`src/rtl/mvm_arbiter.sv`:
```
// Round-robin arbiter/sequencer sharing one mvm crossbar between NUM_REQ requesters.
// Optional watchdog on the mvm_done wait is enabled by defining MVM_ARB_TIMEOUT_EN.
module mvm_arbiter #(
   parameter int NUM_REQ = 4,
   parameter int TIMEOUT = 1024
) (
   input  logic                       i_clk,
   input  logic                       i_reset,
   input  logic [NUM_REQ-1:0]         i_req,
   input  logic [NUM_REQ-1:0]         i_req_op,
   output logic [NUM_REQ-1:0]         o_grant,
   output logic [$clog2(NUM_REQ)-1:0] o_grant_idx,
   output logic [NUM_REQ-1:0]         o_done,
   output logic [NUM_REQ-1:0]         o_err,
   output logic                       o_busy,
   output logic                       o_mvm_start,
   output logic                       o_prog_wt,
   input  logic                       i_mvm_done
);
   localparam int IDXW = $clog2(NUM_REQ);

   generate
      if (NUM_REQ < 2 || TIMEOUT < 1) begin : g_bad_cfg
         $error("mvm_arbiter: NUM_REQ must be >= 2 and TIMEOUT >= 1");
      end
   endgenerate

   typedef enum logic [1:0] {S_IDLE, S_START, S_WAIT, S_DONE} state_t;

   state_t             r_state;
   logic [NUM_REQ-1:0] r_grant;
   logic [IDXW-1:0]    r_grant_idx;
   logic [IDXW-1:0]    r_rr_ptr;
   logic [NUM_REQ-1:0] r_done;
   logic               r_busy;
   logic               r_mvm_start;
   logic               r_prog_wt;
   logic [IDXW-1:0]    w_win;
   logic [IDXW:0]      w_j;

`ifdef MVM_ARB_TIMEOUT_EN
   localparam int CNT_W = $clog2(TIMEOUT + 1);
   logic [CNT_W-1:0]   r_cnt;
   logic [NUM_REQ-1:0] r_err;
`endif

   // Walk offsets high-to-low so the smallest offset from rr_ptr wins last.
   always_comb begin
      w_win = r_rr_ptr;
      w_j   = '0;
      for (int k = NUM_REQ - 1; k >= 0; k--) begin
         w_j = {1'b0, r_rr_ptr} + (IDXW+1)'(k);
         if (w_j >= (IDXW+1)'(NUM_REQ)) w_j = w_j - (IDXW+1)'(NUM_REQ);
         if (i_req[w_j[IDXW-1:0]]) w_win = w_j[IDXW-1:0];
      end
   end

   always_ff @(posedge i_clk or negedge i_reset) begin
      if (!i_reset) begin
         r_state     <= S_IDLE;
         r_grant     <= '0;
         r_grant_idx <= '0;
         r_rr_ptr    <= '0;
         r_done      <= '0;
         r_busy      <= 1'b0;
         r_mvm_start <= 1'b0;
         r_prog_wt   <= 1'b0;
`ifdef MVM_ARB_TIMEOUT_EN
         r_cnt       <= '0;
         r_err       <= '0;
`endif
      end else begin
         case (r_state)
            S_IDLE: begin
               if (|i_req) begin
                  r_state     <= S_START;
                  r_grant     <= NUM_REQ'(1) << w_win;
                  r_grant_idx <= w_win;
                  r_prog_wt   <= i_req_op[w_win];
                  r_mvm_start <= 1'b1;
                  r_busy      <= 1'b1;
               end
            end
            S_START: begin
               r_mvm_start <= 1'b0;
               r_state     <= S_WAIT;
`ifdef MVM_ARB_TIMEOUT_EN
               r_cnt       <= '0;
`endif
            end
            S_WAIT: begin
               if (i_mvm_done) begin
                  r_done  <= r_grant;
                  r_state <= S_DONE;
               end
`ifdef MVM_ARB_TIMEOUT_EN
               // Count reaches TIMEOUT on this WAIT cycle: give up with err.
               else if (r_cnt == CNT_W'(TIMEOUT - 1)) begin
                  r_done  <= r_grant;
                  r_err   <= r_grant;
                  r_state <= S_DONE;
               end else begin
                  r_cnt <= r_cnt + 1'b1;
               end
`endif
            end
            S_DONE: begin
               r_done    <= '0;
               r_grant   <= '0;
               r_busy    <= 1'b0;
               r_prog_wt <= 1'b0;
               r_rr_ptr  <= (r_grant_idx == IDXW'(NUM_REQ - 1)) ? '0 : r_grant_idx + 1'b1;
               r_state   <= S_IDLE;
`ifdef MVM_ARB_TIMEOUT_EN
               r_err     <= '0;
`endif
            end
            default: r_state <= S_IDLE;
         endcase
      end
   end

   assign o_grant     = r_grant;
   assign o_grant_idx = r_grant_idx;
   assign o_done      = r_done;
   assign o_busy      = r_busy;
   assign o_mvm_start = r_mvm_start;
   assign o_prog_wt   = r_prog_wt;
`ifdef MVM_ARB_TIMEOUT_EN
   assign o_err       = r_err;
`else
   assign o_err       = '0;
`endif

endmodule
```
`config.mk`:
```
export PLATFORM = sky130hd
export DESIGN_NAME = mvm_arbiter
export DESIGN_NICKNAME = d
export VERILOG_FILES = /design/src/rtl/mvm_arbiter.sv
export SDC_FILE = /design/constraint.sdc
export NUM_CORES = 1
export LEC_CHECK = 0
export ABC_CLOCK_PERIOD_IN_PS = 3400
export CORE_ASPECT_RATIO = 0.8
export CORE_MARGIN = 2
export CORE_UTILIZATION = 61
export DETAILED_ROUTE_END_ITERATION = 8
export DONT_BUFFER_PORTS = 1
export HOLD_SLACK_MARGIN = 0.03
export PLACE_DENSITY = 0.86
export SYNTH_ARGS = -nofsm -noshare
export SYNTH_HDL_FRONTEND = slang
export SYNTH_SLANG_ARGS = --single-unit
```
`constraint.sdc`:
```
create_clock -name i_clk -period 3.4 [get_ports i_clk]
set_input_delay 0.68 -clock i_clk [delete_from_list [all_inputs] [get_ports i_clk]]
set_output_delay 0.68 -clock i_clk [all_outputs]
set_load 0.02 [all_outputs]
```
== After elaboration in Yosys (flattened, before gate mapping) ==
Cells that the tools add are included.

* Order comparisons: 9
* Equal/unequal tests: 6
* Shift-type cells: 1
* $add $sub $neg: 8
* Reduce and logical (&&, ||, !) cells: 10
* Mux-type cells: 31

{| class="wikitable"
|+ Operators by type and width
! operator !! number
|-
| two-way mux 2 bit || 11
|-
| one-hot mux 4 bit (2 select lines) || 2
|-
| < comparator 2 x 3 -> 1 bit (second input constant) || 5
|-
| binary-select mux 1 bit (select 2 bit) || 5
|-
| AND reduction 2 bit || 5
|-
| >= comparator 3 bit (second input constant) || 3
|-
| two-way mux 4 bit || 2
|-
| one-hot mux 2 bit (4 select lines) || 1
|-
| subtractor 2 x 1 -> 2 bit (second input constant) || 4
|-
| two-way mux 1 bit || 7
|-
| adder 2 x 2 -> 3 bit (second input constant) || 2
|-
| equality test 2 bit (second input constant) || 3
|-
| one-hot mux 1 bit (2 select lines) || 3
|-
| nonzero test 2 bit || 3
|-
| inequality test 2 bit (second input constant) || 2
|-
| OR reduction 4 bit || 1
|-
| << shifter 1 x 2 -> 4 bit (first input constant) || 1
|-
| adder 2 x 1 -> 3 bit (second input constant) || 1
|-
| >= comparator 2 x 3 -> 1 bit (second input constant) || 1
|-
| adder 2 x 1 -> 2 bit (second input constant) || 1
|-
| equality test 2 x 1 -> 1 bit (second input constant) || 1
|-
| logical NOT 2 bit || 1
|}

* Register bits after elaboration: 17
* Logic and storage cells: 73
* Input port bits: 11
* Output and inout port bits: 17

== Depth between registers and ports, before layout ==
* Depth after elaboration: 13
* Mapped depth: 7
* Mapped depth without buffers: 6

== Least setup slack after synthesis ==
OpenSTA, ideal clock, no wires.

* Path type: input port to flip-flop
* From: in i_req[0]
* To: reg r_prog_wt (netlist: o_prog_wt)
* Path buffers: 0
* Setup slack: 1.404 ns
* Stages: 5
* Setup time: 0.122 ns
* Data required time: 3.278 ns
* Data arrival time: 1.874 ns
* Cells stage by stage: nor2b_1 -> o31ai_2 -> mux4_2 -> a22oi_1 -> o21ai_1

* Longest elaborated chain between the ends: 10
* Elaborated cells on any way between the ends: 19
* Those cells by class: eq/ne: 1; mux: 16; reduce/logical: 2

{| class="wikitable"
|+ Ends and longest elaborated chain
! element !! line !! RTL
|-
| start, declared || 9 || <nowiki>input logic [NUM_REQ-1:0] i_req,</nowiki>
|-
| binary-select mux 1 bit (select 2 bit) || 54 || <nowiki>if (i_req[w_j[IDXW-1:0]]) w_win = w_j[IDXW-1:0];</nowiki>
|-
| two-way mux 1 bit (implied by the code) || 54 ||
|-
| two-way mux 2 bit (4 in series) || 54 ||
|-
| binary-select mux 1 bit (select 2 bit) || 79 || <nowiki>r_prog_wt <= i_req_op[w_win];</nowiki>
|-
| two-way mux 1 bit (implied by the code) || 79 ||
|-
| two-way mux 1 bit || 75 || <nowiki>if (|i_req) begin</nowiki>
|-
| one-hot mux 1 bit (2 select lines) || 73 || <nowiki>case (r_state)</nowiki>
|-
| end signal, assigned || 79 ||
|-
| end, declared || 37 || <nowiki>logic r_prog_wt;</nowiki>
|}

Several ways; a longest one is shown, not always the timed one. The select of a mux whose other input is x is not followed.
A chain may end at the register's enable or synchronous reset.

== Final worst setup path ==
* From: reg r_rr_ptr[1]
* To: reg r_prog_wt (netlist: o_prog_wt)

* Longest elaborated chain between the ends: 13
* Elaborated cells on any way between the ends: 31
* Those cells by class: add/sub: 7; order compare: 4; mux: 20

{| class="wikitable"
|+ Ends and longest elaborated chain
! element !! line !! RTL
|-
| start, declared || 33 || <nowiki>logic [IDXW-1:0] r_rr_ptr;</nowiki>
|-
| start signal, assigned || 112 || <nowiki>r_rr_ptr <= (r_grant_idx == IDXW'(NUM_REQ - 1)) ? '0 : r_grant_idx + 1'b1;</nowiki>
|-
| adder 2 x 2 -> 3 bit || 52 || <nowiki>w_j = {1'b0, r_rr_ptr} + (IDXW+1)'(k);</nowiki>
|-
| >= comparator 3 bit or subtractor 2 x 1 -> 2 bit (tied branches) || 53 || <nowiki>if (w_j >= (IDXW+1)'(NUM_REQ)) w_j = w_j - (IDXW+1)'(NUM_REQ);</nowiki>
|-
| two-way mux 2 bit || 53 ||
|-
| binary-select mux 1 bit (select 2 bit) || 54 ||
|-
| two-way mux 1 bit (implied by the code) || 54 ||
|-
| two-way mux 2 bit (3 in series) || 54 ||
|-
| two-way mux 2 bit * || 54 ||
|-
| binary-select mux 1 bit (select 2 bit) * || 79 ||
|-
| two-way mux 1 bit (implied by the code) * || 79 ||
|-
| two-way mux 1 bit * || 75 ||
|-
| one-hot mux 1 bit (2 select lines) * || 73 ||
|}

Every way passes the cells marked *; elsewhere a longest branch is shown, timed or not. The select of a mux whose other input is x is not followed.

==> reports/summary.log <==
qor: pwr.internal_power 0.502 mW
qor: synth.most_numerous_cell_in_the_yosys_netlist sky130_fd_sc_hd__dfrtp_1
qor: pwr.ir_drop 0.000438 V
qor: sta.clock_skew 0.00317 ns
qor: pwr.swShare 47.4%
qor: global_routing.grt_pass1_wl 3.17 mm
qor: placed_design.routabilityCongestion 0.738
qor: drt.drcViolationCount 0
qor: worst_setup_path.reg2reg_to o_prog_wt
qor: worst_setup_path.reg2reg_depth 6
qor: worst_setup_path.worstSetupEndpointType flip-flop
qor: finish.final.fill_count 133
qor: drt.routed_wire_length_per_instance 14.8 um
qor: worst_setup_path.critical_path.n_buffers_inverters 0
qor: synth.yosys.area.top_type sky130_fd_sc_hd__dfrtp_1
qor: die.io_pins 28
qor: worst_setup_path.critical_path_required 3.59 ns
qor: sta.grt_setup_unrepaired false
qor: sta.post-route-period-util 54.8%
qor: synth.post_synth_main_area_contributors sky130_fd_sc_hd__dfrtp_1 43%, sky130_fd_sc_hd__ha_1 7.5%, sky130_fd_sc_hd__o21ai_0 6.0%
qor: die.coreArea 1580 sq um
qor: synth.synth_cell_type_count 28
qor: pwr.net-switching-power 0.452 mW
qor: drt.post_route_wl 1.94 mm
qor: finish.layout-drive-gt1-share 9.17%
qor: synth.postSynthCellCount 109
qor: synth.synth_commonest_cells 17 x sky130_fd_sc_hd__dfrtp_1, 13 x sky130_fd_sc_hd__nand2_1, 12 x sky130_fd_sc_hd__o21ai_0
qor: finish.synthToLayoutAreaGrowth 2.64%
qor: clock_tree.cts_hold_buffers 0
qor: worst_setup_path.critical_path_class flip-flop to flip-flop
qor: worst_setup_path.critical_path.slowest_cell sky130_fd_sc_hd__mux4_2
qor: drt.detail_route.iter0.violations 15
qor: pwr.total_power 0.954 mW
qor: pwr.p_leak 0.468 nW
qor: drt.detailed_route_via_count 758
qor: pwr.clockPowerShare 11.5%
qor: synth.yosys_most_used_dff sky130_fd_sc_hd__dfrtp_1
qor: global_routing.grt_max_degree 18
qor: worst_setup_path.worst-endpoint-arrival 2.05 ns
qor: finish.multi_input_area 508 sq um
qor: worst_setup_path.worstPathCellList or3_1 > o21ai_1 > o31ai_2 > mux4_2 > a22oi_1 > o21ai_1
qor: global_routing.global_route.overflow_total 0
qor: worst_setup_path.slowest_delay 0.54 ns
qor: sta.number_of_failing_setup_endpoints_in_the_final_timing_report 0
qor: worst_setup_path.path_delay_family compound AO/OA/AOI/OAI gates
qor: worst_setup_path.setup.worst_path.start_class flip-flop
qor: worst_setup_path.critical_path_peak_fanout 5
qor: die.fp-row-count 13
qor: finish.antenna_cells 0
qor: finish.seq_cell_area 425 sq um
qor: placed_design.portBuffers 0
qor: hold_path.min-delay-path-class input pin to async pin
qor: die.floorplan.die.height 40.1 um
qor: synth.yosysTopAreaCellShare 42.8%
qor: flow_run.maxCapViolations 0
qor: sta.hold_violations 0
qor: finish.fin_nets 127
qor: die.dieWidth 49.1 um
qor: pwr.pwr-share-comb 39.6%
qor: global_routing.gr-usage-all-layers 21.9%
qor: global_routing.initial_antenna_violation_count 0
qor: pwr.power.sequential.fraction 48.9%
qor: outcome.run_status finished clean
qor: die.initial_utilization 63.0%
qor: synth.yosysWarnings 0
qor: clock_tree.clock_insertion_delay_worst_skew 0.29 ns
qor: clock_tree.numCtsBuffers 3
qor: synth.flip_flop_and_latch_count_after_synthesis 17
qor: drt.ant_nets 0
qor: sta.finalCriticalPeriod 1.86 ns
qor: clock_tree.clock_tree.buffer_depth 2
qor: worst_setup_path.critical_path.startpoint r_rr_ptr[1]
qor: placed_design.hpwl_dp 1.49 mm
qor: synth.async_flop_share 100%
qor: worst_setup_path.path_common_cell sky130_fd_sc_hd__o21ai_1
qor: sta.fin_tns_setup 0 ns
qor: worst_setup_path.worst_reg2reg_setup_slack 1.54 ns
qor: synth.synth_seq_area_share 42.8%
qor: synth.synth_enable_flop_cells 0
qor: clock_tree.clk_root_buffer_cell sky130_fd_sc_hd__clkbuf_4
qor: clock_tree.post-cts-setup-buffers 0
qor: clock_tree.post_cts.resized_instances 0
qor: global_routing.first_global_vias 714
qor: clock_tree.clock_sinks 17
qor: clock_tree.tritoncts yes
qor: synth.synth_area 995 sq um
qor: clock_tree.clk_pin_slew_worst_paths 0.10 ns
qor: sta.fmaxAchievable 537 MHz
qor: synth.postSynthAreaPerCell 9.13 sq um
qor: clock_tree.htree_num_levels 1
qor: drt.vias_per_cell 5.79
qor: die.die-area 1970 sq um
qor: sta.report.final.slew_viol_count 0
qor: drt.drt-pass1-iter-count 4
qor: worst_setup_path.worstReg2RegStart r_rr_ptr[1]
qor: pwr.power_density 935 nW/um^2
==> per-stage QoR <==
stage / cells / area [sq um] / setup WS [ns] / hold slack [ns] / utilization (%)
CTS: 131 / 1020 / 1.55 / 0.0547 / 64.7
floorplan: 112 / 1010 / 1.40 / 0.384 / -
global route: 131 / 1020 / 1.44 / 0.0449 / 64.7
global placement: 127 / 995 / 1.36 / 0.385 / 63.0
finish: 131 / 1020 / 1.54 / 0.0680 / 64.7
detailed placement: 127 / 995 / 1.31 / 0.385 / 63.0
==> logic make-up (layout without fill, tap and decap cells) <==
family	count (synthesis)	in the layout	synth area share [%]
DFF	17	17	42.8
adders and majority gates	6	6	7.55
AOI/OAI and AO/OA	34	34	21.9
buffers and inverters	15	12	7.30
and+or+nand+nor	33	33	15.6
other	1	4	0.377
muxes	3	3	4.53
==> power by group through the flow <==
| stage | Clock, mW | Sequential (mW) | Combinational, mW |
|---|---|---|---|
| 2_1_floorplan | 0 | 0.444 | 0.316 |
| 3_3_place_gp | 0 | 0.465 | 0.355 |
| 3_5_place_dp | 0 | 0.472 | 0.378 |
| 4_1_cts | 0.114 | 0.467 | 0.381 |
| 5_1_grt | 0.122 | 0.484 | 0.432 |
| 6_report | 0.110 | 0.467 | 0.378 |
==> layer usage <==
layer / part of all wire, % / GRT usage (%) / up-vias
li1: - / - / 370
met1: 43 / 24.9 / 353
met2: 49 / 42.6 / 35
met3: 7.9 / 4.10 / 0
met4: 0 / 8.57 / 0
met5: 0 / 0 / -
==> worst max-delay path by stage <==
stage / depth (start not counted) / endpoint / slack (ns)
after floorplan: 5 / o_prog_wt / 1.40
after global placement: 5 / o_prog_wt / 1.36
after detailed placement: 6 / o_prog_wt / 1.31
after CTS: 6 / o_prog_wt / 1.55
after global routing: 6 / o_prog_wt / 1.44
final: 6 / o_prog_wt / 1.54
==> layout by cell type (no fill, tap or decap) <==
| cell | n |
|---|---|
| sky130_fd_sc_hd__o21ai_1 | 2 |
| sky130_fd_sc_hd__nand2b_1 | 1 |
| sky130_fd_sc_hd__o31ai_2 | 1 |
| sky130_fd_sc_hd__dfrtp_1 | 17 |
| sky130_fd_sc_hd__a22oi_1 | 2 |
| sky130_fd_sc_hd__nor2_1 | 8 |
| sky130_fd_sc_hd__a211oi_1 | 1 |
| sky130_fd_sc_hd__o22ai_1 | 2 |
| sky130_fd_sc_hd__nor4_1 | 1 |
| sky130_fd_sc_hd__buf_4 | 1 |
| sky130_fd_sc_hd__a31oi_1 | 4 |
| sky130_fd_sc_hd__a21oi_1 | 4 |
| sky130_fd_sc_hd__clkbuf_4 | 3 |
| sky130_fd_sc_hd__nor3_1 | 1 |
| sky130_fd_sc_hd__nor2b_1 | 7 |
| sky130_fd_sc_hd__a22o_1 | 4 |
| sky130_fd_sc_hd__mux2_2 | 2 |
| sky130_fd_sc_hd__or3_1 | 1 |
| sky130_fd_sc_hd__nand2_1 | 13 |
| sky130_fd_sc_hd__inv_1 | 7 |
| sky130_fd_sc_hd__a2bb2oi_1 | 1 |
| sky130_fd_sc_hd__clkbuf_1 | 1 |
| sky130_fd_sc_hd__conb_1 | 4 |
| sky130_fd_sc_hd__o21ai_0 | 12 |
| sky130_fd_sc_hd__o221a_2 | 1 |
| sky130_fd_sc_hd__mux4_2 | 1 |
| sky130_fd_sc_hd__and2b_2 | 1 |
| sky130_fd_sc_hd__ha_1 | 6 |
==> state kept, by name, summed over array words and instances (netlist names) <==
name         count
o_grant          4
r_state          2
o_busy           1
o_mvm_start      1
r_rr_ptr         2
o_done           4
o_prog_wt        1
o_grant_idx      2
==> layout make-up <==
type	count	area share (%)
Sequential cell	17	41.7
Timing Repair Buffer	1	0.735
Tap cell	22	2.70
Clock buffer	4	2.57
Inverter	7	2.57
Multi-Input combinational cell	80	49.8
Note: power is estimated with default switching activity, not from simulation.
